$ cat src/rtl/region_pkg.sv
// Shared types and width helpers for the region statistics engine.
package region_pkg;

    typedef enum logic [1:0] {
        IDLE   = 2'd0,
        ISSUE  = 2'd1,
        SAMPLE = 2'd2,
        DONE   = 2'd3
    } state_e;

    // Area is exact for a full 2^cw x 2^cw window.
    function automatic int unsigned area_w(input int unsigned cw);
        return 2 * cw + 1;
    endfunction

    // Coordinate sums are exact for a full 2^cw x 2^cw window.
    function automatic int unsigned sum_w(input int unsigned cw);
        return 3 * cw + 1;
    endfunction

endpackage

$ cat src/rtl/region_scanner.sv
// Raster-order coordinate walker over a latched inclusive window.
module region_scanner #(
    parameter int unsigned COORD_W = 10
) (
    input  logic               clk,
    input  logic               reset_n,
    input  logic               load_i,
    input  logic               advance_i,
    input  logic [COORD_W-1:0] x0_i,
    input  logic [COORD_W-1:0] y0_i,
    input  logic [COORD_W-1:0] x1_i,
    input  logic [COORD_W-1:0] y1_i,
    output logic [COORD_W-1:0] x_o,
    output logic [COORD_W-1:0] y_o,
    output logic               last_o
);

    logic [COORD_W-1:0] x_q, x_d;
    logic [COORD_W-1:0] y_q, y_d;
    logic [COORD_W-1:0] wx0_q, wx0_d;
    logic [COORD_W-1:0] wx1_q, wx1_d;
    logic [COORD_W-1:0] wy1_q, wy1_d;
    logic               last_q, last_d;

    // The end test is an equality compare, so x1/y1 at the top of the range never wrap.
    always_comb begin
        x_d    = x_q;
        y_d    = y_q;
        wx0_d  = wx0_q;
        wx1_d  = wx1_q;
        wy1_d  = wy1_q;
        last_d = last_q;
        if (load_i) begin
            x_d    = x0_i;
            y_d    = y0_i;
            wx0_d  = x0_i;
            wx1_d  = x1_i;
            wy1_d  = y1_i;
            last_d = (x0_i == x1_i) && (y0_i == y1_i);
        end else if (advance_i) begin
            if (x_q == wx1_q) begin
                x_d = wx0_q;
                y_d = y_q + COORD_W'(1);
            end else begin
                x_d = x_q + COORD_W'(1);
            end
            last_d = (x_d == wx1_q) && (y_d == wy1_q);
        end
    end

    always_ff @(posedge clk or negedge reset_n) begin
        if (!reset_n) begin
            x_q    <= '0;
            y_q    <= '0;
            wx0_q  <= '0;
            wx1_q  <= '0;
            wy1_q  <= '0;
            last_q <= 1'b0;
        end else begin
            x_q    <= x_d;
            y_q    <= y_d;
            wx0_q  <= wx0_d;
            wx1_q  <= wx1_d;
            wy1_q  <= wy1_d;
            last_q <= last_d;
        end
    end

    assign x_o    = x_q;
    assign y_o    = y_q;
    assign last_o = last_q;

endmodule

$ cat src/rtl/region_stats_engine.sv
// Scans a window of the binary image through the pixel cache and reports
// matched area, coordinate sums and the tight bounding box.
module region_stats_engine
    import region_pkg::*;
#(
    parameter int unsigned COORD_W = 10,
    parameter int unsigned AREA_W  = area_w(COORD_W),
    parameter int unsigned SUM_W   = sum_w(COORD_W)
) (
    input  logic               clk,
    input  logic               reset_n,
    input  logic               start,
    input  logic               abort,
    input  logic               polarity,
    input  logic [COORD_W-1:0] x0,
    input  logic [COORD_W-1:0] y0,
    input  logic [COORD_W-1:0] x1,
    input  logic [COORD_W-1:0] y1,
    output logic               busy,
    output logic               done,
    output logic [AREA_W-1:0]  area,
    output logic [SUM_W-1:0]   sum_x,
    output logic [SUM_W-1:0]   sum_y,
    output logic [COORD_W-1:0] bb_x0,
    output logic [COORD_W-1:0] bb_y0,
    output logic [COORD_W-1:0] bb_x1,
    output logic [COORD_W-1:0] bb_y1,
    output logic               bb_valid,
    output logic [COORD_W-1:0] x,
    output logic [COORD_W-1:0] y,
    input  logic               pixel,
    input  logic               ready
);

    state_e             state_q, state_d;
    logic               pol_q, pol_d;
    logic               busy_q, busy_d;
    logic               done_q, done_d;
    logic [AREA_W-1:0]  area_q, area_d;
    logic [SUM_W-1:0]   sumx_q, sumx_d;
    logic [SUM_W-1:0]   sumy_q, sumy_d;
    logic [COORD_W-1:0] bbx0_q, bbx0_d;
    logic [COORD_W-1:0] bby0_q, bby0_d;
    logic [COORD_W-1:0] bbx1_q, bbx1_d;
    logic [COORD_W-1:0] bby1_q, bby1_d;
    logic               bbv_q, bbv_d;

    logic               accept_c;
    logic               hit_c;
    logic               advance_c;
    logic [COORD_W-1:0] x_w, y_w;
    logic               last_w;

    region_scanner #(
        .COORD_W (COORD_W)
    ) u_scanner (
        .clk       (clk),
        .reset_n   (reset_n),
        .load_i    (accept_c),
        .advance_i (advance_c),
        .x0_i      (x0),
        .y0_i      (y0),
        .x1_i      (x1),
        .y1_i      (y1),
        .x_o       (x_w),
        .y_o       (y_w),
        .last_o    (last_w)
    );

    // Next-state and result update; abort dominates everything else.
    always_comb begin
        state_d  = state_q;
        pol_d    = pol_q;
        area_d   = area_q;
        sumx_d   = sumx_q;
        sumy_d   = sumy_q;
        bbx0_d   = bbx0_q;
        bby0_d   = bby0_q;
        bbx1_d   = bbx1_q;
        bby1_d   = bby1_q;
        bbv_d    = bbv_q;

        accept_c  = start && !abort && ((state_q == IDLE) || (state_q == DONE));
        hit_c     = !abort && (state_q == SAMPLE) && ready;
        advance_c = hit_c && !last_w;

        if (abort) begin
            state_d = IDLE;
        end else begin
            unique case (state_q)
                IDLE, DONE: begin
                    if (accept_c) begin
                        state_d = ((x1 < x0) || (y1 < y0)) ? DONE : ISSUE;
                    end
                end
                // ready is not trusted here: it may still describe the previous address.
                ISSUE:   state_d = SAMPLE;
                SAMPLE: begin
                    if (ready) begin
                        state_d = last_w ? DONE : ISSUE;
                    end
                end
                default: state_d = IDLE;
            endcase
        end

        if (abort || accept_c) begin
            area_d = '0;
            sumx_d = '0;
            sumy_d = '0;
            bbx0_d = '0;
            bby0_d = '0;
            bbx1_d = '0;
            bby1_d = '0;
            bbv_d  = 1'b0;
            if (accept_c) begin
                pol_d = polarity;
            end
        end else if (hit_c && (pixel == pol_q)) begin
            area_d = area_q + AREA_W'(1);
            sumx_d = sumx_q + SUM_W'(x_w);
            sumy_d = sumy_q + SUM_W'(y_w);
            bbv_d  = 1'b1;
            if (!bbv_q) begin
                bbx0_d = x_w;
                bby0_d = y_w;
                bbx1_d = x_w;
                bby1_d = y_w;
            end else begin
                if (x_w < bbx0_q) bbx0_d = x_w;
                if (y_w < bby0_q) bby0_d = y_w;
                if (x_w > bbx1_q) bbx1_d = x_w;
                if (y_w > bby1_q) bby1_d = y_w;
            end
        end

        busy_d = (state_d == ISSUE) || (state_d == SAMPLE);
        // done trails entry into DONE by one edge, once the last result has landed.
        done_d = (state_q == DONE) && !abort && !accept_c;
    end

    always_ff @(posedge clk or negedge reset_n) begin
        if (!reset_n) begin
            state_q <= IDLE;
            pol_q   <= 1'b0;
            busy_q  <= 1'b0;
            done_q  <= 1'b0;
            area_q  <= '0;
            sumx_q  <= '0;
            sumy_q  <= '0;
            bbx0_q  <= '0;
            bby0_q  <= '0;
            bbx1_q  <= '0;
            bby1_q  <= '0;
            bbv_q   <= 1'b0;
        end else begin
            state_q <= state_d;
            pol_q   <= pol_d;
            busy_q  <= busy_d;
            done_q  <= done_d;
            area_q  <= area_d;
            sumx_q  <= sumx_d;
            sumy_q  <= sumy_d;
            bbx0_q  <= bbx0_d;
            bby0_q  <= bby0_d;
            bbx1_q  <= bbx1_d;
            bby1_q  <= bby1_d;
            bbv_q   <= bbv_d;
        end
    end

    assign busy     = busy_q;
    assign done     = done_q;
    assign area     = area_q;
    assign sum_x    = sumx_q;
    assign sum_y    = sumy_q;
    assign bb_x0    = bbx0_q;
    assign bb_y0    = bby0_q;
    assign bb_x1    = bbx1_q;
    assign bb_y1    = bby1_q;
    assign bb_valid = bbv_q;
    assign x        = x_w;
    assign y        = y_w;

endmodule

$ cat config.mk
export PLATFORM = sky130hd
export DESIGN_NAME = region_stats_engine
export DESIGN_NICKNAME = d
export VERILOG_FILES = /design/src/rtl/region_pkg.sv /design/src/rtl/region_scanner.sv /design/src/rtl/region_stats_engine.sv
export SDC_FILE = /design/constraint.sdc
export NUM_CORES = 1
export LEC_CHECK = 0
export CAP_MARGIN = 20
export CORE_UTILIZATION = 54
export DETAILED_ROUTE_END_ITERATION = 12
export PLACE_DENSITY = 0.82
export SLEW_MARGIN = 30
export SYNTH_ARGS = -nofsm -noshare
export SYNTH_HDL_FRONTEND = slang
export SYNTH_SLANG_ARGS = --single-unit
$ cat constraint.sdc
create_clock -name clk -period 3.5 [get_ports clk]
set_clock_uncertainty 0.05 [all_clocks]
set_input_delay 0.525 -clock clk [delete_from_list [all_inputs] [get_ports clk]]
set_output_delay 0.525 -clock clk [all_outputs]
set_load 0.05 [all_outputs]
==> results.toml, run 1 <==
[cells_and_area]
area_delta_synth_final_pct = 26.4
fin_nets = 1594
drive_gt1_share_pct = 7.12
antenna-diode-count = 0

[logic_synthesis]
synth_area_leader_cell = "dfrtp_1"
ys_warn_count = 0
syn_avg_cell_area_um2 = 8.80
synth_edf_count = 0
synthesis.nets = 1401
synth.distinct_cells = 61
netlist_area_mm2 = 0.0112
synth_top_area_share_pct = 40.4
ys_seq_area_share_pct = 40.4
synth-seq-cells = 180
syn_inst = 1268
synth_top_flop_cell = "dfrtp_1"
synth_area_leaders = "dfrtp_1, ha_1, nand2_1, xnor2_1, mux2i_1"
ys_async_sr_fraction_pct = 100

[sta]
min_period_ns = 2.87
finalWorstSetupSlack_ns = 0.629
worst_pin_slew_ns = 0.700
finalSetupTns_ns = 0
slew_violations = 0
setup_viol = 0
hold_viol_final = 0
grt_setup_unrepaired = "no"
fmax_mhz = 348
relSlewSlack_pct = 53.3
layout_worst_path_cycle_share_pct = 82.0

[worst_setup_path]
cp-end-kind = "flop"
crit_fanout = 13
crit_buf_inv = 2
start_kind = "flop"
cp_top_family = "compound AO/OA/AOI/OAI gates"
crit_slowest_cell = "fa_1"
cpPeakStageDelay_ns = 0.41
crit_arrival_ns = 3.14
cp_data_required_time_ns = 3.77
crit_chain = "buf_4, ha_1, fa_1, a21o_1, a21o_1, a21oi_1, o21ai_0, a31oi_1, buf_4, nor3_1, xnor2_1, nor2_1"
crit_type = "reg -> reg"

[die]
coreArea_mm2 = 0.0202
fp.dieW_um = 146
ios = 193
fp.dieH_um = 146
dieArea_mm2 = 0.0212
rows = 52
start_util_pct = 55.1

[worst_hold_path]
min_path_type = "reg -> reg"

[detailed_routing]
drt_pass1_iterations = 5
drc = 0
drt_iter0_drc = 622
ant_nets = 0
wl_um = 28800
viasPerCell = 5.64
wl_per_cell_um = 16.5
vias = 9837

[clock_tree]
cts_made_buffers = 17
cts_root_buffer = "clkbuf_16"
insertion_delay_ns = 0.44
clkSinkCount = 180
cts.repair.resized = 0
clk_pin_slew_worst_paths_ns = 0.07
cts_max_level = 4
clk_path_buf_depth = 2
hold_buffers = 1
tritoncts = "built"
post_cts_buffers = 0

[power]
p_leak_nw = 6.12
total_power_mw = 9.56
power_density_mw_per_mm2 = 678
vdd_ir_drop_max_uv = 371

[place]
io_buffers = 192
gp_congestion = 0.952
post-dp-hpwl_um = 21200
post-place-ws_ns = 0.452

[global_routing]
grt_use_met2_pct = 47.2
grt_util_met3_pct = 4.17
gr-max-usage-layer = "met2"
grt_usage_pct = 28.0
grt_pass1_wl_um = 47600
grt_start_max_net_pins = 70
grt_overflow = 0
use_met1_pct = 36.4
grt_pass1_vias = 9654
antenna_found_initial = 0

[status]
status = "complete, no violations"

[run]
cap_viol_max_count = 0
## stage by stage
| stage | std cells | hold slack (ns) | instance area (µm²) | utilization (%) |
|---|---|---|---|---|
| 6_report | 1744 | 0.431 | 14100 | 69.7 |
| 5_1_grt | 1744 | 0.467 | 14100 | 69.7 |
| 4_1_cts | 1744 | 0.431 | 14100 | 69.7 |
| 3_5_place_dp | 1711 | 0.388 | 13500 | 66.6 |
| 3_3_place_gp | 1711 | 0.381 | 13500 | 66.6 |
| 2_1_floorplan | 1268 | 0.179 | 11200 | - |
## cell usage after synthesis (all sizes together), types with 19 or more instances
master	count
nand3	35
inv	92
clkbuf	35
o21ai	55
ha	84
nor3	22
a21o	22
xnor2	75
nor2	121
mux2i	44
nand2	208
buf	19
a21oi	84
dfrtp	180
xor2	31
## logic make-up after synthesis
group / Yosys count / share of synthesized area, %
XOR/XNOR: 106 / 8.32
flip-flops: 180 / 40.4
adder cells (fa/ha/maj): 86 / 9.78
AO/OA/AOI/OAI: 223 / 12.1
multiplexers: 45 / 4.05
AND/OR/NAND/NOR: 482 / 20.1
buffers and inverters: 146 / 5.27
## cell type report
| cell class | instances | area (µm²) |
|---|---|---|
| inverter | 92 | 345 |
| sequential | 180 | 4500 |
| multi-input combinational | 942 | 6080 |
| clock buffer | 18 | 439 |
| fill | 1568 | 6130 |
| tap | 270 | 338 |
| timing repair buffer | 228 | 2210 |
| clock inverter | 14 | 188 |
## path summary, 6_finish.rpt
path / startpoint / to / slack, ns / depth (start not counted)
worst min-delay path: u_scanner.wx0_q[6] / u_scanner.wx0_q[6] / 0.43 / 2
worst max register to register: u_scanner.x_o[0] / sum_x[16] / 0.63 / 12
min in group asynchronous: reset_n / done / 0.50 / 2
worst min register to register: u_scanner.wx0_q[6] / u_scanner.wx0_q[6] / 0.43 / 2
max in group asynchronous: reset_n / u_scanner.wx1_q[9] / 2.02 / 3
worst max-delay path: u_scanner.x_o[0] / sum_x[16] / 0.63 / 12
## layer usage
layer | wire length (µm) | part of all wire (%)
met4 | 829 | 2.9
met5 | 0 | 0
met3 | 1530 | 5.3
met1 | 12600 | 44
met2 | 13900 | 48
## tightest hold or removal path, cell delays in order, from the launching register on
cell and delay (ns):
dfrtp_1 0.34, nand2_1 0.05, nand2_1 0.06
## power by group
group | total (mW) | switching (mW) | leakage (nW) | internal (mW)
sequential | 2.98 | 0.497 | 2.42 | 2.49
combinational | 4.54 | 2.82 | 3.40 | 1.71
clock | 2.04 | 0.874 | 0.298 | 1.16
total | 9.56 | 4.19 | 6.12 | 5.36
## registers in the layout, summed over array words and instances, names as in the netlist
name and count:
busy 1, u_scanner.wy1_q 10, sum_x 31, u_scanner.wx0_q 10
area 21, u_scanner.wx1_q 10, pol_q 1, u_scanner.y_o 10
sum_y 31, done 1, u_scanner.last_o 1, bb_y0 10
bb_x0 10, u_scanner.x_o 10, state_q 2, bb_valid 1
bb_x1 10, bb_y1 10
## placed cells by master, fill, tap and decap left out, types with 5 or more instances in the layout
cell type and instances:
nor2b_1 13, or3_1 16, nor3_2 10, a21oi_1 83, nand4_1 17, mux2i_1 44, clkdlybuf4s50_1 191, a21o_1 22
and3_1 16, a31oi_1 7, nand2b_1 5, xor2_1 31, nor3_1 12, nand2_1 208, o21ai_0 53, xnor2_1 75
nand3_1 34, dfrtp_1 180, ha_1 84, a211oi_1 16, inv_1 92, inv_6 5, or2_2 9, clkbuf_16 17
buf_4 34, nor2_1 115
Note: power is estimated with default switching activity, not from simulation.
==> run 2, diff against run 1 <==
==> constraint.sdc (replaced) <==
create_clock -name clk -period 2.8 [get_ports clk]
set_clock_uncertainty 0.05 [all_clocks]
set_input_delay 0.42 -clock clk [delete_from_list [all_inputs] [get_ports clk]]
set_output_delay 0.42 -clock clk [all_outputs]
set_load 0.05 [all_outputs]
==> results.toml, run 2 (synthesized netlist as in run 1, its figures left out) <==
[die]
fp.dieH_um = 146
rows = 52
ios = 193
dieArea_mm2 = 0.0212
fp.dieW_um = 146
start_util_pct = 55.1
coreArea_mm2 = 0.0202

[worst_setup_path]
rr_endpoint = "sum_x[12]"
crit_arrival_ns = 2.96
r2r_cells = 10
cp_data_required_time_ns = 3.10
crit_fanout = 6
crit_type = "reg -> reg"
timing.rr.start = "u_scanner.x_o[0]"
r2r_slack_ns = 0.14
start_kind = "flop"
cp-end-kind = "flop"

[detailed_routing]
drt_iter0_drc = 609
drt_pass1_iterations = 5
ant_nets = 0
vias = 10000
viasPerCell = 5.62
wl_per_cell_um = 17.2
drc = 0
wl_um = 30600

[cells_and_area]
area_delta_synth_final_pct = 29.4
post-route-util_pct = 71.3
antenna-diode-count = 0
final_common_cell = "nand2_1"
final_cell_mix = "nand2_1, clkdlybuf4s50_1, dfrtp_1, nor2_1, inv_1"
drive_gt1_share_pct = 10.1
fin_nets = 1630
finalInstanceArea_mm2 = 0.0144
n_fill_cell = 1502

[global_routing]
grt_start_max_net_pins = 61
grt_pass1_vias = 9907
grt_overflow = 0
antenna_found_initial = 0
grt_usage_pct = 29.5
grt_pass1_wl_um = 50100

[worst_hold_path]
hp-start = "u_scanner.wx0_q[6]"
min_path_type = "reg -> reg"
hold_path_end = "u_scanner.wx0_q[6]"
hold_depth = 2

[sta]
slew_violations = 0
fmax_mhz = 376
finalSetupTns_ns = 0
finalWorstSetupSlack_ns = 0.142
setup_viol = 0
whs_ns = 0.429
layout_worst_path_cycle_share_pct = 94.9
relSlewSlack_pct = 59.3
worst_pin_slew_ns = 0.609
hold_viol_final = 0
min_period_ns = 2.66

[place]
io_buffers = 192
gp_congestion = 0.908
post-place-ws_ns = 0.0501
post-dp-hpwl_um = 22200
placed_area_mm2 = 0.0138

[power]
power_density_mw_per_mm2 = 841
internal_power_mw = 6.71
combPwrFrac_pct = 50.1
seq_power_share_pct = 30.1
power.switching_mw = 5.43
p_leak_nw = 6.31
p_sw_share_pct = 44.7
vdd_ir_drop_max_uv = 435
clockPowerShare_pct = 19.8

[clock_tree]
cts_root_buffer = "clkbuf_16"
clkSinkCount = 180
cts_max_level = 4
cts_made_buffers = 17
insertion_delay_ns = 0.43
tritoncts = "built"
clk_path_buf_depth = 2
clk_pin_slew_worst_paths_ns = 0.07

[run]
cap_viol_max_count = 0

[status]
status = "complete, no violations"
run 2: cell types whose count changed in the layout (fill, tap and decap cells not counted), sizes merged:
cell	previous run	this run
clkinv	1	3
clkinvlp	3	2
clkbuf	18	17
bufinv	3	1
buf	36	72
inv	99	101
run 2: critical path, stage by stage (launching register included):
cell	delay, ns
dfrtp_2	0.46
ha_1	0.24
fa_1	0.41
a21o_1	0.20
a21o_1	0.20
a21oi_2	0.16
o21ai_1	0.12
a31oi_2	0.26
buf_2	0.22
o21ai_0	0.10
a21oi_1	0.17
run 2: repair_timing:
action | CTS | global route
endpoints found under the hold margin | 48 | 0
buffers inserted | 0 | 1
setup endpoints to repair | 0 | 35
hold buffers | 1 | 0
resized for setup | 0 | 12
run 2: final cells by class:
class                   instances  area [µm²]  area share (%)
flip-flops and latches        180        4510            31.3
multi-input cells             942        6120            42.4
well taps                     270         338            2.34
clock buffers                  17         425            2.95
inverters                      92         345            2.39
clock inverters                15         163            1.13
repair buffers                264        2530            17.5
run 2: power groups by stage:
stage	Combinational (mW)	Clock, mW	Sequential (mW)
after floorplan	2.92	0	4.58
after global placement	5.76	0	3.66
after detailed placement	5.92	0	3.69
after CTS	5.98	2.42	3.65
after global routing	6.58	2.54	3.72
final	6.07	2.40	3.66
run 2: worst max path at each step:
stage               slack, ns  cells past startpoint        end        startpoint
floorplan               0.002                     11  sum_x[16]          sum_x[0]
global placement         0.12                      9  sum_x[30]             ready
detailed placement       0.05                      9  sum_x[30]             ready
CTS                      0.04                      9   bb_y0[8]  u_scanner.y_o[1]
global route           -0.002                     11  sum_x[28]  u_scanner.x_o[0]
finish                   0.14                     10  sum_x[12]  u_scanner.x_o[0]
run 2: per-layer routing:
layer / vias up / routed length (µm) / global-route usage [%]
met4: 0 / 873 / 11.4
met3: 62 / 1720 / 4.26
met1: 4816 / 13400 / 38.8
li1: 4759 / - / -
met5: - / 0 / 0
met2: 371 / 14600 / 49.3
run 2: through the flow:
stage | instances | total power [mW]
2_1_floorplan | 1268 | 7.51
3_3_place_gp | 1745 | 9.42
3_5_place_dp | 1745 | 9.61
4_1_cts | 1778 | 12.1
5_1_grt | 1780 | 12.8
6_report | 1780 | 12.1
